==> src/rtl/mips_mem_pkg.sv <==
// Purpose: shared constants for the CPU-side SRAM-like memory bridges.
// Latency: n/a (constants and a pure helper function only).
// Backpressure: n/a.
package mips_mem_pkg;

    // Bridge FSM encoding
    localparam logic [1:0] ST_IDLE = 2'd0;
    localparam logic [1:0] ST_ADDR = 2'd1;
    localparam logic [1:0] ST_DATA = 2'd2;
    localparam logic [1:0] ST_HOLD = 2'd3;

    // Access size codes, shared by the CPU side and the bus side
    localparam logic [1:0] SZ_BYTE = 2'd0;
    localparam logic [1:0] SZ_HALF = 2'd1;
    localparam logic [1:0] SZ_WORD = 2'd2;

    // Unmapped kernel segments
    localparam logic [31:0] KSEG0_BASE = 32'h8000_0000;
    localparam logic [31:0] KSEG1_BASE = 32'hA000_0000;

    // True when the top three address bits select kseg0 or kseg1
    function automatic logic in_kseg01(input logic [2:0] top3);
        return (top3 == KSEG0_BASE[31:29]) || (top3 == KSEG1_BASE[31:29]);
    endfunction

endpackage

==> src/rtl/fixed_addr_map.sv <==
// Purpose: fixed virtual-to-physical map (kseg0/kseg1 -> low 512 MB, else pass-through).
// Latency: purely combinational, zero cycles.
// Backpressure: none; the output follows the input every cycle.
module fixed_addr_map
    import mips_mem_pkg::*;
#(
    parameter int ADDR_W    = 32,
    parameter int PADDR_MAP = 1
) (
    input  logic [ADDR_W-1:0] vaddr,
    output logic [ADDR_W-1:0] paddr
);

    logic hit;

    // Clear the segment bits of kseg0/kseg1 addresses when mapping is enabled
    always_comb begin
        hit   = (PADDR_MAP != 0) && in_kseg01(vaddr[ADDR_W-1 -: 3]);
        paddr = vaddr;
        if (hit) begin
            paddr[ADDR_W-1 -: 3] = 3'b000;
        end
    end

endmodule

==> src/rtl/data_sram_bridge.sv <==
// Purpose: M-stage load/store to SRAM-like data bus bridge; optional perf counters via DATA_SRAM_BRIDGE_PERF_EN.
// Latency: request issued in the M cycle itself; best case 2 stall cycles (addr_ok same cycle, data_ok next).
// Backpressure: stallreq_from_mem freezes the pipeline until data_ok; result held while cpu_longest_stall.
module data_sram_bridge
    import mips_mem_pkg::*;
#(
    parameter int ADDR_W    = 32,
    parameter int PADDR_MAP = 1
) (
    input  logic              clk,
    input  logic              rst,
    input  logic [3:0]        cpu_ren,
    input  logic [3:0]        cpu_wen,
    input  logic [ADDR_W-1:0] cpu_addr,
    input  logic [31:0]       cpu_wdata,
    input  logic [1:0]        cpu_size,
    input  logic              cpu_flush,
    input  logic              cpu_longest_stall,
    output logic [31:0]       cpu_rdata,
    output logic              stallreq_from_mem,
    output logic              data_req,
    output logic              data_wr,
    output logic [1:0]        data_size,
    output logic [ADDR_W-1:0] data_addr,
    output logic [31:0]       data_wdata,
    input  logic              data_addr_ok,
    input  logic              data_data_ok,
    input  logic [31:0]       data_rdata
`ifdef DATA_SRAM_BRIDGE_PERF_EN
    ,
    output logic [31:0]       perf_access_cnt,
    output logic [31:0]       perf_stall_cnt
`endif
);

    logic              access;
    logic              wr_in;
    logic              req_idle;
    logic              kill_now;
    logic [ADDR_W-1:0] paddr_in;

    logic [1:0]        state_q, state_d;
    logic              killed_q, killed_d;
    logic [31:0]       rdata_q, rdata_d;
    logic [ADDR_W-1:0] addr_q, addr_d;
    logic              wr_q, wr_d;
    logic [1:0]        size_q, size_d;
    logic [31:0]       wdata_q, wdata_d;

    fixed_addr_map #(
        .ADDR_W    (ADDR_W),
        .PADDR_MAP (PADDR_MAP)
    ) u_map (
        .vaddr (cpu_addr),
        .paddr (paddr_in)
    );

    // Any enabled byte lane is an access; a store wins over a load
    assign access = (|cpu_ren) | (|cpu_wen);
    assign wr_in  = |cpu_wen;

    // New request from IDLE; rst gating keeps the bus quiet while reset is held
    assign req_idle = rst && (state_q == ST_IDLE) && access && !cpu_flush;

    // A flush seen in the current cycle kills the in-flight access as well
    assign kill_now = killed_q | cpu_flush;

    // Next-state, kill tracking, request capture and read-data capture
    always_comb begin
        state_d  = state_q;
        killed_d = killed_q;
        rdata_d  = rdata_q;
        addr_d   = addr_q;
        wr_d     = wr_q;
        size_d   = size_q;
        wdata_d  = wdata_q;
        case (state_q)
            ST_IDLE: begin
                killed_d = 1'b0;
                if (req_idle) begin
                    addr_d  = paddr_in;
                    wr_d    = wr_in;
                    size_d  = cpu_size;
                    wdata_d = cpu_wdata;
                    state_d = data_addr_ok ? ST_DATA : ST_ADDR;
                end
            end
            ST_ADDR: begin
                // Request stays up until accepted, even when flushed
                killed_d = kill_now;
                if (data_addr_ok) begin
                    state_d = ST_DATA;
                end
            end
            ST_DATA: begin
                killed_d = kill_now;
                if (data_data_ok) begin
                    rdata_d = data_rdata;
                    if (kill_now) begin
                        state_d  = ST_IDLE;
                        killed_d = 1'b0;
                    end else begin
                        state_d = ST_HOLD;
                    end
                end
            end
            ST_HOLD: begin
                if (!cpu_longest_stall) begin
                    state_d = ST_IDLE;
                end
            end
            default: state_d = ST_IDLE;
        endcase
    end

    // State registers
    always_ff @(posedge clk or negedge rst) begin
        if (!rst) begin
            state_q  <= ST_IDLE;
            killed_q <= 1'b0;
            rdata_q  <= 32'h0;
            addr_q   <= '0;
            wr_q     <= 1'b0;
            size_q   <= 2'b00;
            wdata_q  <= 32'h0;
        end else begin
            state_q  <= state_d;
            killed_q <= killed_d;
            rdata_q  <= rdata_d;
            addr_q   <= addr_d;
            wr_q     <= wr_d;
            size_q   <= size_d;
            wdata_q  <= wdata_d;
        end
    end

    // Bus side: live cpu values in the request cycle, captured copies afterwards
    always_comb begin
        data_req          = req_idle | (state_q == ST_ADDR);
        stallreq_from_mem = req_idle | (state_q == ST_ADDR) | (state_q == ST_DATA);
        data_addr         = req_idle ? paddr_in  : addr_q;
        data_wr           = req_idle ? wr_in     : wr_q;
        data_size         = req_idle ? cpu_size  : size_q;
        data_wdata        = req_idle ? cpu_wdata : wdata_q;
        cpu_rdata         = ((state_q == ST_DATA) && data_data_ok) ? data_rdata : rdata_q;
    end

`ifdef DATA_SRAM_BRIDGE_PERF_EN
    logic [31:0] perf_acc_q, perf_acc_d;
    logic [31:0] perf_stl_q, perf_stl_d;

    // Count completed non-killed accesses and stalled cycles, wrapping at 2^32
    always_comb begin
        perf_acc_d = perf_acc_q;
        perf_stl_d = perf_stl_q;
        if ((state_q == ST_DATA) && data_data_ok && !kill_now) begin
            perf_acc_d = perf_acc_q + 32'd1;
        end
        if (stallreq_from_mem) begin
            perf_stl_d = perf_stl_q + 32'd1;
        end
    end

    // Performance counter registers
    always_ff @(posedge clk or negedge rst) begin
        if (!rst) begin
            perf_acc_q <= 32'h0;
            perf_stl_q <= 32'h0;
        end else begin
            perf_acc_q <= perf_acc_d;
            perf_stl_q <= perf_stl_d;
        end
    end

    assign perf_access_cnt = perf_acc_q;
    assign perf_stall_cnt  = perf_stl_q;
`endif

endmodule

==> config.mk <==
export PLATFORM = sky130hd
export DESIGN_NAME = data_sram_bridge
export DESIGN_NICKNAME = d
export VERILOG_FILES = /design/src/rtl/mips_mem_pkg.sv /design/src/rtl/fixed_addr_map.sv /design/src/rtl/data_sram_bridge.sv
export SDC_FILE = /design/constraint.sdc
export NUM_CORES = 1
export LEC_CHECK = 0
export ABC_AREA = 1
export BUFFER_PORTS_ARGS = -buffer_cell sky130_fd_sc_hd__buf_2
export CAP_MARGIN = 20
export CORE_MARGIN = 4
export CORE_UTILIZATION = 52
export CTS_BUF_LIST = sky130_fd_sc_hd__clkbuf_2
export DETAILED_ROUTE_END_ITERATION = 7
export GPL_ROUTABILITY_DRIVEN = 0
export PLACE_DENSITY = 0.89
export SYNTH_ARGS = -nofsm -noshare
export SYNTH_HDL_FRONTEND = slang
export SYNTH_SLANG_ARGS = --single-unit
export TNS_END_PERCENT = 5
==> constraint.sdc <==
create_clock -name clk -period 2.7 [get_ports clk]
set_input_delay 0.135 -clock clk [delete_from_list [all_inputs] [get_ports clk]]
set_output_delay 0.135 -clock clk [all_outputs]
set_load 0.02 [all_outputs]
=== Word-level counts from Yosys, hierarchy flattened ===
Index checks and enable logic that the tools add are counted.

* Output and inout bits: 101
* Logic and storage cells: 47
* Register bits after elaboration: 102
* Bits of input ports: 112

* Bitwise operators: 4
* Muxes and demuxes: 15
* Reductions and logical operators: 12
* Eq/ne operators: 9

{| class="wikitable"
|+ Operator list
! cell !! count
|-
| $mux W32 || 3
|-
| $mux W2 || 7
|-
| $ne A2 B2 Y1 const B || 4
|-
| $pmux W2 S4 || 1
|-
| $reduce_or A4 Y1 || 2
|-
| $eq A3 B3 Y1 const B || 2
|-
| $eq A2 B2 Y1 const B || 2
|-
| $logic_and A1 B1 Y1 || 4
|-
| $or A1 B1 Y1 || 4
|-
| $reduce_and A4 Y1 || 1
|-
| $mux W3 || 1
|-
| $pmux W1 S3 || 1
|-
| $reduce_bool A3 Y1 || 1
|-
| $eq A2 B1 Y1 const B || 1
|-
| $logic_not A2 Y1 || 1
|-
| $mux W1 || 2
|-
| $reduce_and A2 Y1 || 1
|-
| $logic_not A1 Y1 || 1
|-
| $logic_or A1 B1 Y1 || 1
|}

=== Depth between registers and ports, before layout ===
Gate-level depths: netlist (run 1).

* Depth after elaboration: 6
* Depth in mapped cells: 10
* Mapped depth without buffers: 9

=== Hierarchy ===
A second synthesis (run 1) with hierarchy kept.

* Cells, all modules: 503
* Area total of the unflattened synthesis: 4,553.1 um2

{| class="wikitable"
|+ By module, submodules not included
! module !! area an instance (um2) !! instances !! cells an instance !! seq. area each (um2)
|-
| data_sram_bridge || 4,307.9 || 1 || 468 || 2,552.4
|-
| fixed_addr_map || 245.2 || 1 || 35 || 0.0
|}

=== Worst setup path before layout (run 1) ===
No wires, ideal clock.

* Path kind: reg-to-output
* Start: register state_q[0]
* End: output data_addr[30]
* Stages on the path, launching flop included: 10
* Path buffers: 1
* Arrival time: 1.685 ns
* Path slack: 0.880 ns
* Required time: 2.565 ns
* Path through: dfrtp_1 inv_1 ha_1 nand2_1 nor2_4 nand2_2 nand2_4 inv_2 buf_2 o21ai_0

* Longest elaborated chain between the ends: 5

{| class="wikitable"
|+ RTL lines
! item !! line !! RTL
|-
| start: declaration || data_sram_bridge.sv:42 || <nowiki>logic [1:0] state_q, state_d;</nowiki>
|-
| start signal: assignment || data_sram_bridge.sv:127 || <nowiki>state_q <= state_d;</nowiki>
|-
| $logic_not A2 Y1 || data_sram_bridge.sv:63 || <nowiki>assign req_idle = rst && (state_q == ST_IDLE) && access && !cpu_flush;</nowiki>
|-
| $logic_and A1 B1 Y1 (3 in series) || data_sram_bridge.sv:63 ||
|-
| $mux W32 || data_sram_bridge.sv:141 || <nowiki>data_addr = req_idle ? paddr_in : addr_q;</nowiki>
|-
| end: declaration || data_sram_bridge.sv:24 || <nowiki>output logic [ADDR_W-1:0] data_addr,</nowiki>
|}

Every way passes these cells.

=== Worst setup path after layout (run 1) ===
* Start: register state_q[0]
* End: output data_wdata[4]

* Longest elaborated chain between the ends: 5

{| class="wikitable"
|+ RTL lines
! item !! line !! RTL
|-
| $logic_not A2 Y1 || data_sram_bridge.sv:63 ||
|-
| $logic_and A1 B1 Y1 (3 in series) || data_sram_bridge.sv:63 ||
|-
| $mux W32 || n/a ||
|-
| end: declaration || data_sram_bridge.sv:25 || <nowiki>output logic [31:0] data_wdata,</nowiki>
|}

Every way passes these cells.

==> key figures, run 1 <==
Outcome
  • Status: finished clean

Floorplanning
  • Die area: 0.0102 mm^2
  • Core Region: 0.00830 mm^2
  • Die X: 101 um
  • Chip height: 101 um
  • Ports: 213
  • Initial Util: 0.540
  • Num rows: 33

STA
  • Final Cycle Share: 0.947
  • Fmax: 391 MHz
  • Slew HR: 0.491
  • Min Tclk post-route: 2.56 ns
  • Final Max Tran Viols: 0
  • Setup Skew: 0.0330 ns
  • Sum of negative setup slack: 0 ns
  • Endpoints failing hold: 0
  • Worst-Margin Slew: 0.764 ns
  • # setup viols final: 0

Clock network
  • Root Driver: clkbuf_2
  • TritonCTS Buffers: 9
  • Clk pin slew, worst setup/hold paths: 0.28 ns
  • Clock tree buffer depth: 2
  • # clock sinks: 102
  • CTS tree: yes
  • Clock Latency Late Sink: 0.53 ns
  • H-tree depth: 3

Synth
  • Cell taking the most area after synthesis: dfrtp_1
  • Flops & latches, synth: 102
  • Ranking of synthesized cells by area: dfrtp_1 (57%), nand2_1 (22%), mux2_2 (8.0%)
  • Yosys top cell area share: 0.569
  • Synth unique cells: 18
  • Synth warn: 0
  • Post-synthesis cell area: 0.00448 mm^2
  • Post-synthesis area per instance: 9.56 um^2
  • Post-synthesis cell count: 469
  • Seq/Total Area, Yosys: 0.569
  • Synth Net Count: 586

Power
  • Tot Pwr: 7.62 mW
  • Pwr dens: 1100 mW/mm^2
  • Pleak: 4.09 nW
  • Maximum VDD drop: 0.587 mV

Critical path
  • Startpoint types: register
  • Critical path class: register to primary output
  • Reg-to-Reg End: addr_q[31]
  • Crit end category: primary output
  • RR Startpoint: state_q[0]
  • Worst reg-to-reg setup slack: 0.47 ns
  • Crit path DAT: 2.42 ns
  • R2R cell count: 10
  • Worst-path fanout max: 28
  • CP Data Required Time: 2.57 ns

Global routing
  • Largest net degree at the start of global routing: 63
  • GRT met3 Usage: 0.0713
  • Initial antenna violation count: 1
  • Tot GR Track Use: 0.311
  • Grt met1 use: 0.341
  • M2 GR Usage: 0.559
  • Grt ovf: 0
  • First-pass GRT wire length: 24500 um
  • Most Crowded Layer GR: met2
  • Vias in the first global route: 4960

Final layout
  • Layout cells sized above 1: 0.368
  • Layout overhead on the synthesized area: 54.4%
  • Multi-input logic area: 0.00176 mm^2
  • Reg area: 0.00255 mm^2
  • # nets final: 910
  • Final core utilization: 0.834
  • Filler cells: 436

Detailed routing
  • Routed Antenna Nets: 0
  • DR vias/cell: 5.11
  • Initial drt markers: 227
  • DR WL/cell: 17.9 um
  • Pre-Repair DR Iteration Count: 5
  • Post-Route WL: 16200 um
  • Post-route DRC: 0
  • Vias after detailed routing: 4635

Placement
  • DP Wirelength: 8440 um
  • Buffers on Ports: 212

Min path
  • Hold Crit Depth: 6
  • HP Start: cpu_ren[2]
  • Hold worst-path end: wr_q
  • Hold Crit Class: primary input to register

Flow run
  • Max-cap violations: 0
## routing by layer
| metal | vias up | share of wire |
|---|---|---|
| li1 | 2098 | - |
| met1 | 2196 | 0.35 |
| met2 | 283 | 0.52 |
| met3 | 58 | 0.092 |
| met4 | 0 | 0.040 |
| met5 | - | 0 |
## synthesized netlist by cell type (all sizes together)
master / count
nand3: 6
mux2: 32
nand2: 283
buf: 17
dfrtp: 102
a21boi: 1
nor2: 8
o21ai: 4
inv: 10
ha: 5
o211ai: 1
## critical path, cell delays in order, from the launching register on
cell,delay [ns]
dfrtp_1,0.46
inv_1,0.10
ha_1,0.23
nand2_1,0.11
nor2_4,0.05
nand2_2,0.14
nand2_8,0.12
inv_12,0.15
buf_16,0.17
nand2_1,0.10
nand2_1,0.10
buf_2,0.17
## kinds of logic (layout without fill, tap and decap cells)
family	Yosys count	after routing	share of synthesized area
AND/OR/NAND/NOR	297	297	0.288
flip-flops	102	102	0.569
multiplexers	32	32	0.0804
buffers and inverters	27	356	0.0405
AO/OA/AOI/OAI	6	6	0.00781
adder cells (fa/ha/maj)	5	5	0.0140
other	0	4	0
## registers in the layout, indices dropped and copies added, names as in the netlist
signal,count
wr_q,1
state_q,2
wdata_q,32
size_q,2
rdata_q,32
addr_q,32
killed_q,1
## worst max-delay path by stage
stage               slack, ns       start  cells past startpoint             to
CTS                      0.03  state_q[0]                     10  data_addr[31]
floorplan                0.88  state_q[0]                      9  data_addr[30]
global placement         0.59  state_q[0]                     10  data_addr[31]
detailed placement       0.39  state_q[0]                     10  data_addr[31]
global route            -0.04  state_q[0]                     11  data_wdata[4]
finish                   0.14  state_q[0]                     11  data_wdata[4]
## per-stage QoR
step / instance area [um^2] / hold WS (ns) / cells / setup slack (ns)
after CTS: 6800 / 0.0228 / 899 / 0.0327
final: 6920 / 0.0725 / 907 / 0.142
after global routing: 6920 / 0.0855 / 904 / -0.0392
after detailed placement: 5590 / 0.246 / 775 / 0.390
after global placement: 5590 / 0.231 / 775 / 0.585
after floorplan: 4480 / -0.161 / 469 / 0.880
## cell type report
type	count	share of cell area
inverter	10	0.00723
tap	105	0.0190
sequential	102	0.369
antenna	4	0.00145
timing repair buffer	330	0.333
clock inverter	6	0.00904
multi-input combinational	340	0.254
clock buffer	10	0.00723
## power breakdown
part           switching (mW)  internal [mW]
registers               0.262           2.25
clock network           0.506          0.214
logic                    2.87           1.52
total                    3.64           3.98
## placed cells by master (no fill, tap or decap), types with 5 or more instances in the layout
| cell | n |
|---|---|
| clkbuf_2 | 10 |
| nor2_1 | 7 |
| dfrtp_1 | 102 |
| nand2_1 | 260 |
| mux2_2 | 32 |
| buf_2 | 211 |
| dlygate4sd3_1 | 108 |
| inv_1 | 9 |
| buf_4 | 6 |
| nand3_1 | 6 |
| ha_1 | 5 |
| nand2_4 | 20 |
## repair_timing
action	4_1_cts	5_1_grt
buffers inserted	0	2
endpoints found under the hold margin	142	0
gates cloned	0	2
resized for setup	3	11
pin swaps	0	0
setup endpoints to repair	66	48
hold buffers	108	0
Power figures use the tool's default switching activity.
==> run 2, diff against run 1 <==
--- a/config.mk
+++ b/config.mk
@@ -14,6 +14,7 @@
 export DETAILED_ROUTE_END_ITERATION = 7
 export GPL_ROUTABILITY_DRIVEN = 0
 export PLACE_DENSITY = 0.89
+export REMOVE_ABC_BUFFERS = 1
 export SYNTH_ARGS = -nofsm -noshare
 export SYNTH_HDL_FRONTEND = slang
 export SYNTH_SLANG_ARGS = --single-unit
==> run 2 against run 1 <==
Against the previous run:
- sequential share of layout area rose by 0.26 points
- global-route usage fell by 0.99 points
- combinational power fell by 0.9%
- critical endpoint is now data_wdata[20]
- largest cell class unchanged
- highest routed layer unchanged
==> key figures, run 2 (synthesized netlist as in run 1, its figures left out) <==
Outcome
  • Status: finished clean

Clock network
  • CTS tree: yes
  • Setup Fix Bufs, Post-CTS: 0 (unchanged)
  • Clock Latency Late Sink: 0.53 ns (about the same)
  • Root Driver: clkbuf_2
  • Clk pin slew, worst setup/hold paths: 0.24 ns (-0.04 ns)
  • # clock sinks: 102 (unchanged)
  • TritonCTS Buffers: 9 (unchanged)
  • Clock tree buffer depth: 2 (unchanged)
  • H-tree depth: 3 (unchanged)

Floorplanning
  • Core Region: 0.00830 mm^2 (unchanged)
  • Die area: 0.0102 mm^2 (unchanged)
  • Die X: 101 um (unchanged)
  • Initial Util: 0.540 (unchanged)
  • Chip height: 101 um (unchanged)
  • Num rows: 33 (unchanged)
  • Ports: 213 (unchanged)

Critical path
  • Startpoint types: register
  • Crit path DAT: 2.41 ns (about the same)
  • Top cell by count, worst path: nand2_1
  • Worst-path fanout max: 32 (+14%)
  • CP delay by family, top: simple AND/OR/NAND/NOR gates
  • Reg-to-Reg End: wr_q
  • Buffer and inverter count on the worst path: 3 (-1)
  • R2R cell count: 8 (-2)
  • Crit end category: primary output
  • CP Data Required Time: 2.57 ns (about the same)
  • Worst reg-to-reg setup slack: 0.43 ns (-0.04 ns)
  • Worst path max stage delay: 0.49 ns (+0.03 ns)
  • CP max stage cell: dfrtp_1
  • Critical-path cell list: inv_2 -> ha_2 -> nand2_1 -> nor2_4 -> nand2_2 -> nand2_4 -> clkbuf_16 -> nand2_1 -> nand2_1 -> buf_2
  • Critical path class: register to primary output
  • RR Startpoint: state_q[1]

STA
  • Min Hold Slack: 0.116 ns (+0.0440 ns)
  • # setup viols final: 0 (unchanged)
  • Fmax: 393 MHz (+0.50%)
  • Final Cycle Share: 0.943 (-0.00468)
  • Final Max Tran Viols: 0 (unchanged)
  • Min Tclk post-route: 2.55 ns (-0.0126 ns)
  • Endpoints failing hold: 0 (unchanged)
  • Setup Skew: 0.0367 ns (+0.00376 ns)
  • Slew HR: 0.553 (+0.0619)
  • Worst-Margin Slew: 0.671 ns (-0.0928 ns)

Detailed routing
  • DR vias/cell: 5.12 (+0.27%)
  • Post-route DRC: 0 (unchanged)
  • Routed Antenna Nets: 0 (unchanged)
  • Post-Route WL: 15700 um (-2.9%)
  • Vias after detailed routing: 4627 (-0.17%)
  • Pre-Repair DR Iteration Count: 5 (unchanged)
  • Initial drt markers: 217 (-4.4%)
  • DR WL/cell: 17.4 um (-2.4%)

Final layout
  • Post-Layout Cell Count: 903 (-0.44%)
  • Biggest regs: addr_q (32), rdata_q (32), wdata_q (32)
  • Final core utilization: 0.828 (-0.00588)
  • Final instance area: 0.00687 mm^2 (-0.70%)
  • Layout cells sized above 1: 0.370 (+0.00139)
  • Commonest non-fill, non-tap cell in the layout: nand2_1
  • Most frequent cells in the layout: nand2_1 (259), buf_2 (208), dlygate4sd3_1 (108)
  • # nets final: 908 (-0.22%)
  • Filler cells: 431 (-1.1%)
  • Layout overhead on the synthesized area: 53.3%

Power
  • Tot Pwr: 7.56 mW (-0.76%)
  • Logic pwr share: 0.575 (about the same)
  • Maximum VDD drop: 0.616 mV (+4.9%)
  • Pleak: 4.07 nW (-0.62%)
  • Switch share: 0.476 (-0.00108)
  • Net Sw Power: 3.60 mW (-0.99%)
  • Seq pwr share: 0.332 (+0.003)
  • Clock power frac: 0.092 (-0.003)
  • Pwr dens: 1100 mW/mm^2 (about the same)
  • Int Pwr: 3.96 mW (-0.56%)

Min path
  • Hold Crit Class: primary input to register
  • Hold Crit Depth: 6 (unchanged)
  • HP Start: cpu_longest_stall
  • Hold worst-path end: state_q[0]

Global routing
  • First-pass GRT wire length: 23800 um (-2.8%)
  • Grt ovf: 0 (unchanged)
  • Initial antenna violation count: 0 (-1)
  • Vias in the first global route: 4815 (-2.9%)
  • Largest net degree at the start of global routing: 66 (+4.8%)
  • Tot GR Track Use: 0.301 (-0.00985)

Placement
  • Buffers on Ports: 212 (unchanged)
  • Post-Place Cells: 775 (unchanged)
  • Post-DP Area: 0.00561 mm^2 (+0.22%)
  • DP Wirelength: 8420 um (-0.23%)

Flow run
  • Max-cap violations: 0 (unchanged)
## run 2: worst max path at each step
stage	startpoint	endpoint	slack [ns]	cells past startpoint
after floorplan	state_q[0]	data_addr[30]	-0.15	8
after global placement	state_q[0]	data_addr[30]	0.77	11
after detailed placement	state_q[0]	data_addr[30]	0.67	11
after CTS	state_q[0]	data_wdata[26]	0.03	10
after global routing	state_q[0]	data_wdata[20]	-0.002	10
final	state_q[1]	data_wdata[20]	0.15	10
## run 2: cell type report
type                    count  area, um^2  share of cell area
diodes                      3        7.51             0.00109
clock buffers               9        45.0             0.00655
clock inverters             6        62.6             0.00910
inverters                  10        40.0             0.00582
multi-input cells         340        1760               0.255
flip-flops and latches    102        2550               0.371
well taps                 105         131              0.0191
repair buffers            328        2280               0.332
## run 2: worst register-to-register path: cells and delay by family (launching register included)
kind	cells	cell delay [ns]
adder cells (fa/ha/maj)	1	0.17
flip-flops	1	0.49
buffers and inverters	3	1.23
AND/OR/NAND/NOR	4	0.38
## run 2: power by group through the flow
stage	combinational (mW)	clock [mW]	sequential [mW]
2_1_floorplan	2.60	0	2.42
3_3_place_gp	3.80	0	2.45
3_5_place_dp	3.92	0	2.50
4_1_cts	4.09	0.720	2.46
5_1_grt	4.70	0.774	2.56
6_report	4.35	0.699	2.51
## run 2: routing by layer
layer	up-vias	GRT usage	part of all wire
met4	0	0.156	0.038
met1	2165	0.353	0.35
li1	2091	-	-
met2	308	0.515	0.51
met3	63	0.0692	0.10
met5	-	0	0
## run 2: timing repair
item | in CTS | in global routing
hold buffers | 108 | 0
endpoints found under the hold margin | 148 | 0
endpoints found under the setup margin | 0 | 65
gates resized for setup | 0 | 11
## run 2: through the flow
stage           TNS, ns  setup WS (ns)
2_1_floorplan    -0.148         -0.148
3_3_place_gp          0          0.770
3_5_place_dp          0          0.668
4_1_cts               0         0.0283
5_1_grt        -0.00399       -0.00204
6_report              0          0.155
